File: src/rtl/secuenciador_motores.sv
// secuenciador_motores: runs the R, G and B dispensing motors one at a time with an idle gap between channels
module secuenciador_motores #(
   parameter int WIDTH           = 5,
   parameter int TICKS_PER_CYCLE = 4,
   parameter int GAP_TICKS       = 2
) (
   input  logic             clk,
   input  logic             reset,
   input  logic             tick,
   input  logic             start,
   input  logic             abort,
   input  logic [WIDTH-1:0] ciclos_R,
   input  logic [WIDTH-1:0] ciclos_G,
   input  logic [WIDTH-1:0] ciclos_B,
   output logic [2:0]       Motores,
   output logic [1:0]       canal,
   output logic [WIDTH-1:0] restante,
   output logic             busy,
   output logic             done,
   output logic             aborted
);
   typedef enum logic [2:0] {IDLE, LOAD, RUN, GAP, FIN} state_t;
   localparam int TMAX = TICKS_PER_CYCLE > GAP_TICKS ? TICKS_PER_CYCLE : GAP_TICKS;
   localparam int CW   = $clog2(TMAX + 1);
   state_t           state, state_n;
   logic [WIDTH-1:0] lat_r, lat_g, lat_b, lat_r_n, lat_g_n, lat_b_n;
   logic [CW-1:0]    tcnt, tcnt_n;
   logic [2:0]       motores_n, mot_sel;
   logic [1:0]       canal_n, nxt;
   logic [WIDTH-1:0] restante_n, nxt_cnt;
   logic             done_n, aborted_n;
   // next nonzero channel strictly after the current one (canal is 0 in LOAD)
   always_comb begin
      nxt     = (canal < 2'd1 && lat_r != '0) ? 2'd1 :
                (canal < 2'd2 && lat_g != '0) ? 2'd2 :
                (canal < 2'd3 && lat_b != '0) ? 2'd3 : 2'd0;
      nxt_cnt = nxt == 2'd1 ? lat_r : nxt == 2'd2 ? lat_g : lat_b;
      mot_sel = nxt == 2'd1 ? 3'b100 : nxt == 2'd2 ? 3'b010 : nxt == 2'd3 ? 3'b001 : 3'b000;
   end
   always_comb begin
      state_n    = state;
      lat_r_n    = lat_r;
      lat_g_n    = lat_g;
      lat_b_n    = lat_b;
      tcnt_n     = tcnt;
      motores_n  = Motores;
      canal_n    = canal;
      restante_n = restante;
      done_n     = 1'b0;
      aborted_n  = 1'b0;
      if (state != IDLE && abort) begin
         state_n    = IDLE;
         lat_r_n    = '0;
         lat_g_n    = '0;
         lat_b_n    = '0;
         tcnt_n     = '0;
         motores_n  = '0;
         canal_n    = '0;
         restante_n = '0;
         aborted_n  = 1'b1;
      end else begin
         case (state)
            IDLE: if (start && !abort) begin
               lat_r_n = ciclos_R;
               lat_g_n = ciclos_G;
               lat_b_n = ciclos_B;
               state_n = LOAD;
            end
            LOAD, GAP: if (state == LOAD || (tick && tcnt == CW'(GAP_TICKS - 1))) begin
               tcnt_n = '0;
               if (nxt != 2'd0) begin
                  state_n    = RUN;
                  motores_n  = mot_sel;
                  canal_n    = nxt;
                  restante_n = nxt_cnt;
               end else begin
                  state_n    = FIN;
                  canal_n    = '0;
                  restante_n = '0;
                  done_n     = 1'b1;
               end
            end else if (tick) tcnt_n = tcnt + 1'b1;
            RUN: if (tick) begin
               if (tcnt == CW'(TICKS_PER_CYCLE - 1)) begin
                  tcnt_n = '0;
                  if (restante != '0) restante_n = restante - 1'b1;
                  if (restante <= WIDTH'(1)) begin
                     motores_n = '0;
                     state_n   = nxt != 2'd0 ? GAP : FIN;
                     if (nxt == 2'd0) begin
                        canal_n    = '0;
                        restante_n = '0;
                        done_n     = 1'b1;
                     end
                  end
               end else tcnt_n = tcnt + 1'b1;
            end
            FIN: state_n = IDLE;
            default: state_n = IDLE;
         endcase
      end
   end
   always_ff @(posedge clk or posedge reset) begin
      if (reset) begin
         state    <= IDLE;
         lat_r    <= '0;
         lat_g    <= '0;
         lat_b    <= '0;
         tcnt     <= '0;
         Motores  <= '0;
         canal    <= '0;
         restante <= '0;
         busy     <= 1'b0;
         done     <= 1'b0;
         aborted  <= 1'b0;
      end else begin
         state    <= state_n;
         lat_r    <= lat_r_n;
         lat_g    <= lat_g_n;
         lat_b    <= lat_b_n;
         tcnt     <= tcnt_n;
         Motores  <= motores_n;
         canal    <= canal_n;
         restante <= restante_n;
         busy     <= state_n != IDLE;
         done     <= done_n;
         aborted  <= aborted_n;
      end
   end
endmodule

File: config.mk
export PLATFORM = sky130hd
export DESIGN_NAME = secuenciador_motores
export DESIGN_NICKNAME = d
export VERILOG_FILES = /design/src/rtl/secuenciador_motores.sv
export SDC_FILE = /design/constraint.sdc
export NUM_CORES = 1
export LEC_CHECK = 0
export CORE_MARGIN = 2
export CORE_UTILIZATION = 60
export CTS_BUF_LIST = sky130_fd_sc_hd__clkbuf_2 sky130_fd_sc_hd__clkbuf_4 sky130_fd_sc_hd__clkbuf_8
export CTS_CLUSTER_DIAMETER = 60
export DETAILED_ROUTE_END_ITERATION = 10
export PLACE_DENSITY_LB_ADDON = 0.08
export SYNTH_ARGS = -nofsm -noshare
export SYNTH_HDL_FRONTEND = slang
export SYNTH_SLANG_ARGS = --single-unit
File: constraint.sdc
create_clock -name clk -period 3.9 [get_ports clk]
set_clock_uncertainty 0.15 [all_clocks]
set_input_delay 0.39 -clock clk [delete_from_list [all_inputs] [get_ports clk]]
set_output_delay 0.39 -clock clk [all_outputs]
set_load 0.02 [all_outputs]
* Word level (Yosys, flattened, before mapping)
Cells that the tools add are included. W data, S select, Z words.
Word-level totals: input port bits 20, output and inout port bits 13, logic and storage cells 123, register bits after elaboration 34
Operators by class: mux-type cells 65, equal/unequal tests 15, $add $sub $neg 2, order comparisons 4, reduce and logical (&&, ||, !) cells 26
Operator list (number):
- $mux W5 | 19
- $mux W3 | 20
- $mux W2 | 11
- $reduce_bool A5 Y1 | 4
- $ne A3 B3 Y1 const B | 6
- $pmux W3 S2 | 2
- $reduce_and A6 Y1 | 2
- $pmux W5 S2 | 1
- $eq A3 B2 Y1 const B | 3
- $mux W1 | 9
- $pmux W3 S3 | 1
- $reduce_bool A3 Y1 | 3
- $eq A3 B1 Y1 const B | 2
- $logic_and A1 B1 Y1 | 6
- $reduce_bool A2 Y1 | 3
- $le A5 B1 Y1 const B | 1
- $sub A5 B1 Y5 const B | 1
- $eq A2 B2 Y1 const B | 2
- $lt A2 B2 Y1 const B | 2
- $ne A4 B4 Y1 const B | 1
- $pmux W2 S2 | 1
- $reduce_and A4 Y1 | 1
- $add A3 B1 Y3 const B | 1
- $logic_not A3 Y1 | 1
- other kinds (9) | 9

* Depth between registers and ports, before layout
depth in word-level cells 13, depth in mapped cells 7, depth with buffers taken out 7

* Worst setup path before layout
Ideal clock, no wire load.
path type reg2reg, start point register lat_b[1], end point register canal[1], path slack 1.423 ns, clock period less this slack 2.477 ns, buffers on the path 0, required time 3.628 ns, cell stages (with the launch flop) 6, arrival 2.206 ns, setup time 0.122 ns, cell sequence dfrtp_1 or4_4 o41ai_4 nand3_2 or4b_1 a32o_1
Between the ends: longest elaborated chain between the ends 10, elaborated cells on any way between the ends 13, those cells by class 1 x eq/ne; 7 x mux; 5 x reduce/logical
Ends and longest elaborated chain:
- from (decl) | RTL line 26 | logic [WIDTH-1:0] lat_r, lat_g, lat_b, lat_r_n, lat_g_n, lat_b_n;
- from (signal assigned) | RTL line 120 | lat_b <= lat_b_n;
- $reduce_bool A5 Y1 (*) | RTL line 36 | (canal < 2'd3 && lat_b != '0) ? 2'd3 : 2'd0;
- $logic_and A1 B1 Y1 (*) | RTL line 36
- $mux W2 (*) | RTL line 36
- $mux W2 (*) | RTL line 35 | (canal < 2'd2 && lat_g != '0) ? 2'd2 :
- $mux W2 (*) | RTL line 34 | nxt = (canal < 2'd1 && lat_r != '0) ? 2'd1 :
- $reduce_bool A2 Y1 | RTL line 71 | if (nxt != 2'd0) begin
- $mux W2 | RTL line 71
- $mux W2 | RTL line 69 | LOAD, GAP: if (state == LOAD || (tick && tcnt == CW'(GAP_TICKS - 1))) begin
- $pmux W2 S2 | RTL line 62 | case (state)
- $mux W2 | RTL line 51 | if (state != IDLE && abort) begin
- to (signal assigned) | RTL line 123 | canal <= canal_n;
- to (decl) | RTL line 16 | output logic [1:0] canal,
Mark *: on every way between the ends. The rest lies on a longest branch, timed or not. The select of a mux whose other input is x is not followed. A chain may end at the register's enable or synchronous reset.

* Final worst setup path
start point register state[0], end point register Motores[1]
Between the ends: longest elaborated chain between the ends 4, elaborated cells on any way between the ends 16, those cells by class 8 x eq/ne; 2 x mux; 6 x reduce/logical
Ends and longest elaborated chain:
- from (decl) | RTL line 25 | state_t state, state_n;
- from (signal assigned) | RTL line 117 | state <= state_n;
- $eq A3 B1 Y1 (tied with other cells) | RTL line 62, 69
- $reduce_or A2 Y1 (tied with other cells) | RTL line 62
- $ne A3 B3 Y1 (no source line) (tied with other cells)
- $reduce_and A6 Y1 (no source line) or $mux W3 (tied branches)
- to (signal assigned) | RTL line 122 | Motores <= motores_n;
- to (decl) | RTL line 15 | output logic [2:0] Motores,
Parallel ways exist; a longest one is shown, timed or not.

==> results summary <==
The count of pins over their slew limit came to 0. The areal power density over the cells is 764 mW/mm^2. The horizontal extent of the die came out at 62.8 um.

Once the clock tree was built, the setup fixing pass inserted 0 buffers. Measured against its own limit, the worst slew margin works out to 45.6%. The HPWL after detailed placement came out at 3550 um.

The number of warning messages in the yosys log is 0. For the worst-skew pair, the clock arrives at the later sink with an insertion delay of 350 ps. For the finished layout, the period the worst path requires is 2850 ps. The final antenna-violating net count came out at 0. The worst-case setup slack after placement is 998 ps. The number of global-route vias before repair came out at 1,740.

The highest achievable clock rate is 351 MHz. In the layout the commonest cells are sky130_fd_sc_hd__dfrtp_1 (34), sky130_fd_sc_hd__clkdlybuf4s50_1 (32), sky130_fd_sc_hd__nand2_1 (27). The power after layout is 1.92 mW. Across every metal layer, demand over resource in global routing totals 27.2%. In the routed design, unresolved DRC markers number 0. The nature of the critical path endpoint is a flip-flop. The per-cell via count in the routed design is 6.15. The count of endpoints failing setup in the final report came out at 0.

The final layout contains 290 nets. Setup slack closes at 1050 ps. In this run the worst path has a maximum fanout of 10.

The count of port buffers added during placement is 32. The count of different cell masters after synthesis came out at 51. The arrival time at the worst endpoint came out at 2940 ps. The class of the most critical hold timing path is in2async.

The signed area change from the synthesized netlist to the final layout came out at 21.0%. After synthesis, the largest family of logic cells by area is compound AO/OA/AOI/OAI gates. The core outline area is 0.00334 sq mm. The number of primary I/O pins is 33.

The mapped netlist covers 0.00207 sq mm. The biggest cell delay along the critical path came out at 650 ps. The number of iterations in the first detailed-routing pass is 4. The floorplan step set the die height to 62.8 um.

The instance count of the mapped netlist is 229. The slew at the pin closest to its max-slew limit came out at 816 ps. The number of DRC markers after the initial detailed-route iteration came out at 109.

After Yosys synthesis, and, or, nand and nor cells account for 22.0% of the synthesized area. The count of placed standard cells in the final layout, fillers left out is 310. The die footprint came out at 0.00394 sq mm. The maximum number of pins on one net before global-route repair came out at 23.

The number of clock buffers added by TritonCTS is 5. The net count of the mapped netlist came out at 256. The deepest level of the CTS H-tree is 2. The effective utilization at floorplan is 62.2%. The library cell used most frequently in the layout, excluding fill and tap cells, is sky130_fd_sc_hd__dfrtp_1.

The antenna diode count came out at 0. The number of cells upsized or downsized after cts came out at 0. On the critical path the largest part of the delay comes from compound AO/OA/AOI/OAI gates.

The synthesized-area fraction occupied by adder cells came out at 4.22%. The longest clock path from root to sink contains 2 buffers. The nature of the critical path startpoint is a flip-flop. Together, buffers and inverters on the worst path number 1. Sequential elements use 41.0% of the synthesized area. The number of placed instances, taps included, is 302. The run finished with clean final reports. At the end of routability-driven placement, the weighted congestion stood at 0.858.

The fraction of registers with async set/reset came out at 100%. The signal on the critical path passes through o31ai_1, inv_2, nor3_1, nor2_1, o211ai_1, mux2_2. Setup total negative slack on the finished layout was measured at 0 ps. The fraction of layout instances using a drive strength above 1 is 10.6%. The hold buffer count at cts came out at 0. The root buffer cell chosen for the clock tree is sky130_fd_sc_hd__clkbuf_4.

Setup repair after global routing left no endpoint under its margin. The slowest stage cell on the critical path is sky130_fd_sc_hd__o31ai_1. The synthesized netlist devotes 24.4% of its cell area to compound gates.

Summing the areas of all xor and xnor instances in the mapped netlist gives 0% of the synthesized area. IR analysis of the VDD net gives a maximum drop of 0.424 mV. The total grt overflow is 0. Max-cap violations in this run came to 0.

The standby leakage power came out at 1.08 nW. Data on the critical path is required at its endpoint by 3980 ps. The CTS tree is done.

The clock transition time at the flip-flop clock pins of the worst setup and hold paths is 120 ps. The number of antenna violations at the first check in global routing is 0. The row count is 21.

The worst setup path startpoint is state[0]$_DFF_PP0_. Dividing the detail-routed wire length by the instance count gives 15.0 um. The global-route wire length before repair is 8430 um.

The hold violation total from the final report is 0. The number of synthesized flops with an enable pin came out at 0. The number of sinks on the clock net came out at 34. The startpoint of the lowest-slack register-to-register path is state[0]$_DFF_PP0_. The aggregate routed wire length came out at 4640 um. The final critical path takes up 73.1% of the cycle.

Dividing the synthesized area by the synthesized cell count gives 9.06 sq um. The portion of netlist area occupied by mux cells came out at 4.28%. The routed layout has 1,905 vias. The final core utilization is 75.2%. The synthesis-stage register bit count came out at 34. The critical path class is reg2reg. The most used flip-flop cell after synthesis is sky130_fd_sc_hd__dfrtp_1.
## state kept, by name, summed over array words and instances (netlist names), 2 cells and up
| register | cells |
|---|---|
| lat_b | 5 |
| lat_g | 5 |
| lat_r | 5 |
| restante | 5 |
| Motores | 3 |
| state | 3 |
| tcnt | 3 |
| canal | 2 |
## metrics by stage
stage	instance area (sq um)	hold slack [ps]
finish	2510	330
global route	2510	385
CTS	2510	354
detailed placement	2450	355
global placement	2450	346
floorplan	2070	325
## per-layer routing
metal  share of wire [%]  GRT usage (%)
met1                  45           38.3
met2                  48           42.9
met3                 6.1           5.41
met4                 1.3           7.50
met5                   0              0
## final timing paths
check                                    endpoint  slack, ps  cells after the start
hold / removal                 state[2]$_DFF_PP0_        330                      2
min in group clk           Motores[2]$_DFFE_PP0P_        380                      1
max in group asynchronous    lat_b[4]$_DFFE_PP0P_       2580                      3
hold reg to reg            Motores[2]$_DFFE_PP0P_        380                      1
setup / recovery           Motores[1]$_DFFE_PP0P_       1050                      6
setup reg to reg           Motores[1]$_DFFE_PP0P_       1050                      6
## synthesized netlist by cell type (2+ instances only)
cell,n,area share (%)
sky130_fd_sc_hd__nand2_1,27,4.9
sky130_fd_sc_hd__a21oi_1,13,3.1
sky130_fd_sc_hd__a21boi_0,2,0.72
sky130_fd_sc_hd__o22ai_1,2,0.60
sky130_fd_sc_hd__or3_1,2,0.60
sky130_fd_sc_hd__a31oi_1,4,1.2
sky130_fd_sc_hd__and2_1,3,0.90
sky130_fd_sc_hd__clkbuf_1,5,0.90
sky130_fd_sc_hd__a2111oi_0,2,0.84
sky130_fd_sc_hd__a211oi_1,4,1.4
sky130_fd_sc_hd__dfrtp_1,34,41
sky130_fd_sc_hd__nor2_1,15,2.7
sky130_fd_sc_hd__ha_1,7,4.2
sky130_fd_sc_hd__o31ai_1,3,1.1
sky130_fd_sc_hd__mux2_2,7,3.8
sky130_fd_sc_hd__inv_1,13,2.4
sky130_fd_sc_hd__nor3b_1,2,0.72
sky130_fd_sc_hd__or3b_2,2,0.84
sky130_fd_sc_hd__a22o_1,8,3.4
sky130_fd_sc_hd__o21ai_0,13,3.1
sky130_fd_sc_hd__buf_2,3,0.72
sky130_fd_sc_hd__a211o_1,2,0.84
sky130_fd_sc_hd__o21bai_1,2,0.72
sky130_fd_sc_hd__o211ai_1,3,1.1
sky130_fd_sc_hd__nand3b_1,2,0.72
sky130_fd_sc_hd__nor3_1,9,2.2
sky130_fd_sc_hd__nand3_1,7,1.7
sky130_fd_sc_hd__a32o_1,2,0.97
sky130_fd_sc_hd__nand4_1,5,1.5
sky130_fd_sc_hd__nor4_1,5,1.5
## logic make-up after synthesis
| group | count (synthesis) |
|---|---|
| and+or+nand+nor | 88 |
| AOI/OAI and AO/OA | 70 |
| DFF | 34 |
| buffers and inverters | 22 |
| muxes | 8 |
| adders and majority gates | 7 |
## power breakdown
group / switching [mW] / internal, mW / total, mW
registers: 0.161 / 0.478 / 0.639
logic: 0.604 / 0.464 / 1.07
clock network: 0.124 / 0.0866 / 0.211
## area by class of cell
type | count | area [sq um]
repair buffers | 35 | 343
inverters | 14 | 52.6
multi-input cells | 173 | 1140
well taps | 46 | 57.6
fillers | 272 | 827
flip-flops and latches | 34 | 851
clock buffers | 6 | 51.3
clock inverters | 2 | 12.5
Note: power is estimated with default switching activity, not from simulation.
